File: config.mk
export PLATFORM = sky130hd
export DESIGN_NAME = weight_fetch_sequencer_flat
export DESIGN_NICKNAME = d
export VERILOG_FILES = /design/src/rtl/weight_fetch_sequencer_if.sv /design/src/rtl/weight_fetch_sequencer.sv /design/src/flat_wrapper.sv
export SDC_FILE = /design/constraint.sdc
export NUM_CORES = 1
export LEC_CHECK = 0
export ABC_CLOCK_PERIOD_IN_PS = 2400
export BUFFER_PORTS_ARGS = -buffer_cell sky130_fd_sc_hd__buf_4
export CAP_MARGIN = 20
export CORE_UTILIZATION = 54
export DETAILED_ROUTE_END_ITERATION = 7
export GPL_ROUTABILITY_DRIVEN = 0
export GPL_TIMING_DRIVEN = 0
export PLACE_DENSITY = 0.78
export SLEW_MARGIN = 20
export SYNTH_ARGS = -nofsm -noshare
export SYNTH_HDL_FRONTEND = slang
export SYNTH_SLANG_ARGS = --single-unit
File: constraint.sdc
create_clock -name clock -period 2.4 [get_ports clock]
set_input_delay 0.12 -clock clock [delete_from_list [all_inputs] [get_ports clock]]
set_output_delay 0.12 -clock clock [all_outputs]
set_load 0.005 [all_outputs]
File: src/rtl/weight_fetch_sequencer_if.sv
// Weight fetch bus: start request in, ROM address out, and the weight
// sideband (valid, indices, first/last) plus status toward the MAC datapath.
// Widths are derived from the layer shape so the sequencer and its consumer agree.
interface weight_fetch_sequencer_if #(
  parameter int NUM_INPUTS  = 784,
  parameter int NUM_NEURONS = 10
) ();

  localparam int TOTAL      = NUM_INPUTS * NUM_NEURONS;
  localparam int ADDR_WIDTH = (TOTAL > 1) ? $clog2(TOTAL) : 1;
  localparam int IN_WIDTH   = (NUM_INPUTS > 1) ? $clog2(NUM_INPUTS) : 1;
  localparam int NEU_WIDTH  = (NUM_NEURONS > 1) ? $clog2(NUM_NEURONS) : 1;

  logic                  start;
  logic [ADDR_WIDTH-1:0] rom_address;
  logic                  weight_valid;
  logic [IN_WIDTH-1:0]   input_index;
  logic [NEU_WIDTH-1:0]  neuron_index;
  logic                  first;
  logic                  last;
  logic                  busy;
  logic                  done;

  // Sequencer side: takes start, drives the ROM address and weight sideband.
  modport master (
    input  start,
    output rom_address, weight_valid, input_index, neuron_index,
    output first, last, busy, done
  );

  // Consumer side: requests a pass and receives the weight stream.
  modport slave (
    output start,
    input  rom_address, weight_valid, input_index, neuron_index,
    input  first, last, busy, done
  );

endinterface

File: src/rtl/weight_fetch_sequencer.sv
// Walks a neuron-major weight ROM (address = neuron*NUM_INPUTS + input) once
// per start pulse. The ROM registers its output, so the weight sideband is
// registered one cycle behind the address and lines up with the ROM data.
// IDLE -> RUN (one address per cycle) -> FLUSH (final weight) -> IDLE + done.
module weight_fetch_sequencer #(
  parameter int NUM_INPUTS  = 784,
  parameter int NUM_NEURONS = 10
) (
  input logic                      clock,
  input logic                      reset,
  weight_fetch_sequencer_if.master bus
);

  localparam int TOTAL      = NUM_INPUTS * NUM_NEURONS;
  localparam int ADDR_WIDTH = (TOTAL > 1) ? $clog2(TOTAL) : 1;
  localparam int IN_WIDTH   = (NUM_INPUTS > 1) ? $clog2(NUM_INPUTS) : 1;
  localparam int NEU_WIDTH  = (NUM_NEURONS > 1) ? $clog2(NUM_NEURONS) : 1;

  localparam logic [ADDR_WIDTH-1:0] ADDR_ONE = ADDR_WIDTH'(1);
  localparam logic [IN_WIDTH-1:0]   IN_ONE   = IN_WIDTH'(1);
  localparam logic [NEU_WIDTH-1:0]  NEU_ONE  = NEU_WIDTH'(1);
  localparam logic [IN_WIDTH-1:0]   IN_LAST  = IN_WIDTH'(NUM_INPUTS - 1);
  localparam logic [NEU_WIDTH-1:0]  NEU_LAST = NEU_WIDTH'(NUM_NEURONS - 1);

  typedef enum logic [1:0] {
    ST_IDLE  = 2'd0,
    ST_RUN   = 2'd1,
    ST_FLUSH = 2'd2
  } state_t;

  state_t                state_r;
  logic [IN_WIDTH-1:0]   in_cnt_r;
  logic [NEU_WIDTH-1:0]  neu_cnt_r;
  logic [ADDR_WIDTH-1:0] addr_r;
  logic                  valid_r;
  logic [IN_WIDTH-1:0]   in_idx_r;
  logic [NEU_WIDTH-1:0]  neu_idx_r;
  logic                  first_r;
  logic                  last_r;
  logic                  busy_r;
  logic                  done_r;

  logic                  in_wrap_s;
  logic                  pass_end_s;

  // Terminal-count decodes of the counters that address the current weight.
  assign in_wrap_s  = (in_cnt_r == IN_LAST);
  assign pass_end_s = in_wrap_s && (neu_cnt_r == NEU_LAST);

  // Sequencer FSM: address counters in RUN, sideband lagging the address by one cycle.
  always_ff @(posedge clock or posedge reset) begin
    if (reset) begin
      state_r   <= ST_IDLE;
      in_cnt_r  <= '0;
      neu_cnt_r <= '0;
      addr_r    <= '0;
      valid_r   <= 1'b0;
      in_idx_r  <= '0;
      neu_idx_r <= '0;
      first_r   <= 1'b0;
      last_r    <= 1'b0;
      busy_r    <= 1'b0;
      done_r    <= 1'b0;
    end else begin
      case (state_r)
        ST_IDLE: begin
          // ROM sits on address 0; a start launches a fresh pass from 0.
          in_cnt_r  <= '0;
          neu_cnt_r <= '0;
          addr_r    <= '0;
          valid_r   <= 1'b0;
          in_idx_r  <= '0;
          neu_idx_r <= '0;
          first_r   <= 1'b0;
          last_r    <= 1'b0;
          done_r    <= 1'b0;
          if (bus.start) begin
            state_r <= ST_RUN;
            busy_r  <= 1'b1;
          end else begin
            state_r <= ST_IDLE;
            busy_r  <= 1'b0;
          end
        end

        ST_RUN: begin
          // The address issued this cycle becomes valid ROM data next cycle,
          // so its sideband is captured from the same counters now.
          valid_r   <= 1'b1;
          in_idx_r  <= in_cnt_r;
          neu_idx_r <= neu_cnt_r;
          first_r   <= (in_cnt_r == '0);
          last_r    <= in_wrap_s;
          busy_r    <= 1'b1;
          done_r    <= 1'b0;
          if (pass_end_s) begin
            state_r   <= ST_FLUSH;
            addr_r    <= '0;
            in_cnt_r  <= '0;
            neu_cnt_r <= '0;
          end else begin
            state_r <= ST_RUN;
            addr_r  <= addr_r + ADDR_ONE;
            if (in_wrap_s) begin
              in_cnt_r  <= '0;
              neu_cnt_r <= neu_cnt_r + NEU_ONE;
            end else begin
              in_cnt_r  <= in_cnt_r + IN_ONE;
              neu_cnt_r <= neu_cnt_r;
            end
          end
        end

        ST_FLUSH: begin
          // Final weight is on the ROM output during FLUSH; announce completion next.
          state_r   <= ST_IDLE;
          in_cnt_r  <= '0;
          neu_cnt_r <= '0;
          addr_r    <= '0;
          valid_r   <= 1'b0;
          in_idx_r  <= '0;
          neu_idx_r <= '0;
          first_r   <= 1'b0;
          last_r    <= 1'b0;
          busy_r    <= 1'b0;
          done_r    <= 1'b1;
        end

        default: begin
          state_r   <= ST_IDLE;
          in_cnt_r  <= '0;
          neu_cnt_r <= '0;
          addr_r    <= '0;
          valid_r   <= 1'b0;
          in_idx_r  <= '0;
          neu_idx_r <= '0;
          first_r   <= 1'b0;
          last_r    <= 1'b0;
          busy_r    <= 1'b0;
          done_r    <= 1'b0;
        end
      endcase
    end
  end

  assign bus.rom_address  = addr_r;
  assign bus.weight_valid = valid_r;
  assign bus.input_index  = in_idx_r;
  assign bus.neuron_index = neu_idx_r;
  assign bus.first        = first_r;
  assign bus.last         = last_r;
  assign bus.busy         = busy_r;
  assign bus.done         = done_r;

endmodule

File: src/flat_wrapper.sv
// flat-port wrapper written by rule: the top's interface ports become plain ports
module weight_fetch_sequencer_flat 
#(
  parameter int NUM_INPUTS  = 784,
  parameter int NUM_NEURONS = 10
)
  (clock, reset, bus_start, bus_rom_address, bus_weight_valid, bus_input_index, bus_neuron_index, bus_first, bus_last, bus_busy, bus_done);
  weight_fetch_sequencer_if #(.NUM_INPUTS(NUM_INPUTS), .NUM_NEURONS(NUM_NEURONS)) bus_i ();
  input logic clock;
  input logic reset;
  input wire logic [$bits(bus_i.start)-1:0] bus_start;
  output wire logic [$bits(bus_i.rom_address)-1:0] bus_rom_address;
  output wire logic [$bits(bus_i.weight_valid)-1:0] bus_weight_valid;
  output wire logic [$bits(bus_i.input_index)-1:0] bus_input_index;
  output wire logic [$bits(bus_i.neuron_index)-1:0] bus_neuron_index;
  output wire logic [$bits(bus_i.first)-1:0] bus_first;
  output wire logic [$bits(bus_i.last)-1:0] bus_last;
  output wire logic [$bits(bus_i.busy)-1:0] bus_busy;
  output wire logic [$bits(bus_i.done)-1:0] bus_done;
  assign bus_i.start = bus_start;
  assign bus_rom_address = bus_i.rom_address;
  assign bus_weight_valid = bus_i.weight_valid;
  assign bus_input_index = bus_i.input_index;
  assign bus_neuron_index = bus_i.neuron_index;
  assign bus_first = bus_i.first;
  assign bus_last = bus_i.last;
  assign bus_busy = bus_i.busy;
  assign bus_done = bus_i.done;
  weight_fetch_sequencer #(.NUM_INPUTS(NUM_INPUTS), .NUM_NEURONS(NUM_NEURONS)) u_core (.clock(clock), .reset(reset), .bus(bus_i));
endmodule
==> metrics.txt <==
outcome complete, no violations; synthesis-to-finish area growth 21.8%; Max Clock Freq 0.515 GHz; # rows 21; Core Area 0.00342 mm^2; TNS Setup 0 ns; final hold slack 0.328 ns; Synth warnings 0; initial DRC count 54; DPL Wire Length 2550 um; via count 1369; DIE AREA 0.00389 mm^2; Relative slew margins 71.0%; fin area 0.00240 mm^2; Die Ht 62.4 um; I/O Pins 35; I/O Buffers 34; Post-synth EDFFs 0; setup bufs post-CTS 0; fill cell count 279; layout cells sized above 1 20.4%; Crit. End Element flop; total congestion overflow 0; CTS tree yes; Clk pin slew, worst setup/hold paths 0.13 ns; fin cells 271; Net count, final 232; vias per inst 5.05; maximum vdd drop 395 uV; Syn Nets 188; CP max-delay cell dfrtp_1; largest net degree at the start of global routing 30; met3 usage 5.29%; worst-skew pair later-pin latency 0.35 ns; max incr delay on CP 0.43 ns; first-pass iteration count of the detailed router 4; worst endpoint data arrival time 2.23 ns; CP Launch Type flop; Hold Fails Final Rpt 0; crit path time final 1.94 ns; DR WL/cell 13.2 um; pwr/cell area 539 mW/mm^2; DR DRC count 0; initial antenna violation count 0; Cell variety after synth 28; chip width 62.4 um; final wirelength 3580 um; root buffer cell clkbuf_4; FF+latch count, synth 48; Post-DRT Antenna Nets 0; GR Layer Usage met2 35.2%; first-pass GRT wire length 6390 um; FFs w/ async S/R, synth 100%; Mapped Cells 180; Avg Inst Size Synth 10.9 um^2; Starting Density 57.6%; M1 GR Usage 27.3%; busiest grt layer met2; Setup CP Type reg2reg; RSZ-0062 raised after global routing no; synthesized area 0.00197 mm^2; R2R Setup Slk 0.46 ns; Clock Skew 0.00590 ns; placed inst area 0.00230 mm^2; CTS max path bufs 2; clk sink count 48; H-Tree Depth 2; sequential element share of the synthesized area 61.0%; Final setup viols 0; CP Max Fanout 10; Critical Path RT 2.68 ns; slew of the pin with the lowest slew margin 0.435 ns; LEAKAGE 1.17 nW; placed cells 261; ANT cells 0; vias in the first global route 1399; total CTS buffers 5; Final period util 81.0%; max cap viols 0; GRT Overall Usage 21.1%; Synth Flop Type dfrtp_1; crit path cell chain ha_1 -> and3_1 -> nand4_1 -> clkbuf_1 -> nand2_1 -> nor2_1; Final Max Tran Viols 0; total power 0.00129 W; Hold WC Path Type in2async
==> cells in the mapped netlist (all sizes together), types with 2 or more instances <==
master  number  area [um^2]
dfrtp       48         1200
nor2        31          116
and2        12         75.1
xor2        12          105
nand2       11         41.3
nand3        9         45.0
inv          7         26.3
xnor2        6         52.6
ha           5         62.6
nand4        5         31.3
and3         4         25.0
clkbuf       4         15.0
o21ai        4         20.0
or3          4         25.0
a21oi        3         15.0
nor3         3         15.0
and4         2         17.5
==> power by group <==
group	total (W)	leakage [nW]	switching (W)	internal, W
registers	0.000809	0.616	0	0.000809
logic	0.0000244	0.512	0.0000168	0.00000763
clock network	0.000460	0.0422	0.000241	0.000219
==> sequential cells by signal, indices dropped and copies added (netlist names) <==
name / cells
u_core.bus.weight_valid: 1
u_core.bus.input_index: 10
u_core.bus.neuron_index: 4
u_core.bus.busy: 1
u_core.state_r: 2
u_core.bus.done: 1
u_core.bus.first: 1
u_core.bus.last: 1
u_core.in_cnt_r: 10
u_core.bus.rom_address: 13
u_core.neu_cnt_r: 4
==> through the flow <==
stage / util, % / setup WS, ns
4_1_cts: 70.2 / 0.420
2_1_floorplan: - / 0.758
6_report: 70.2 / 0.457
3_3_place_gp: 66.8 / 0.521
3_5_place_dp: 67.4 / 0.456
5_1_grt: 70.2 / 0.223
==> repair_timing <==
action,4_1_cts,5_1_grt
gates resized for setup,0,0
endpoints found under the hold margin,21,0
hold buffers,2,0
==> cell type report <==
cell class	count	area (um^2)	area share (%)
Sequential cell	48	1200	50.1
Inverter	7	26.3	1.10
Clock buffer	6	41.3	1.72
Tap cell	46	57.6	2.40
Timing Repair Buffer	37	295	12.3
Multi-Input combinational cell	120	721	30.1
Buffer	5	20.0	0.835
Clock inverter	2	35.0	1.46
==> worst max-delay path, delay by kind of cell (launching register included) <==
family        cells  cell delay [ns]
fa+ha+maj         1             0.23
flops             1             0.43
simple gates      4             0.86
buf+inv           1             0.36
==> path summary, 6_finish.rpt <==
check | start | end | cells after the start
min reg2reg | u_core.state_r[1] | u_core.bus.busy | 1
max | u_core.in_cnt_r[0] | u_core.in_cnt_r[6] | 6
min in group clock | u_core.state_r[1] | u_core.bus.busy | 1
min | reset | u_core.bus.weight_valid | 3
max reg2reg | u_core.in_cnt_r[0] | u_core.in_cnt_r[6] | 6
max in group asynchronous | reset | u_core.bus.rom_address[11] | 4
==> placed cells by master (no fill, tap or decap), types with 5 or more instances in the layout <==
| master | netlist | final |
|---|---|---|
| inv_1 | 7 | 6 |
| nand3_1 | 9 | 9 |
| xor2_1 | 12 | 12 |
| and2_1 | 12 | 12 |
| dfrtp_1 | 48 | 48 |
| clkbuf_1 | 4 | 5 |
| nand2_1 | 11 | 11 |
| clkbuf_4 | 0 | 5 |
| nand4_1 | 5 | 5 |
| ha_1 | 5 | 5 |
| xnor2_1 | 6 | 6 |
| nor2_1 | 31 | 31 |
| buf_4 | 0 | 34 |
==> routing by layer <==
layer	share of wire, %	up-vias
met5	0	-
met2	52	23
met4	0.39	0
met1	45	665
met3	2.7	2
li1	-	679
==> kinds of logic (layout without fill, tap and decap cells) <==
kind of cell,count (synthesis),after routing,synth area share (%)
fa+ha+maj,5,5,3.18
simple gates,88,88,22.9
flops,48,48,61.0
buf+inv,12,57,2.35
compound gates,9,9,2.48
xor+xnor,18,18,8.01
Note: power is estimated with default switching activity, not from simulation.
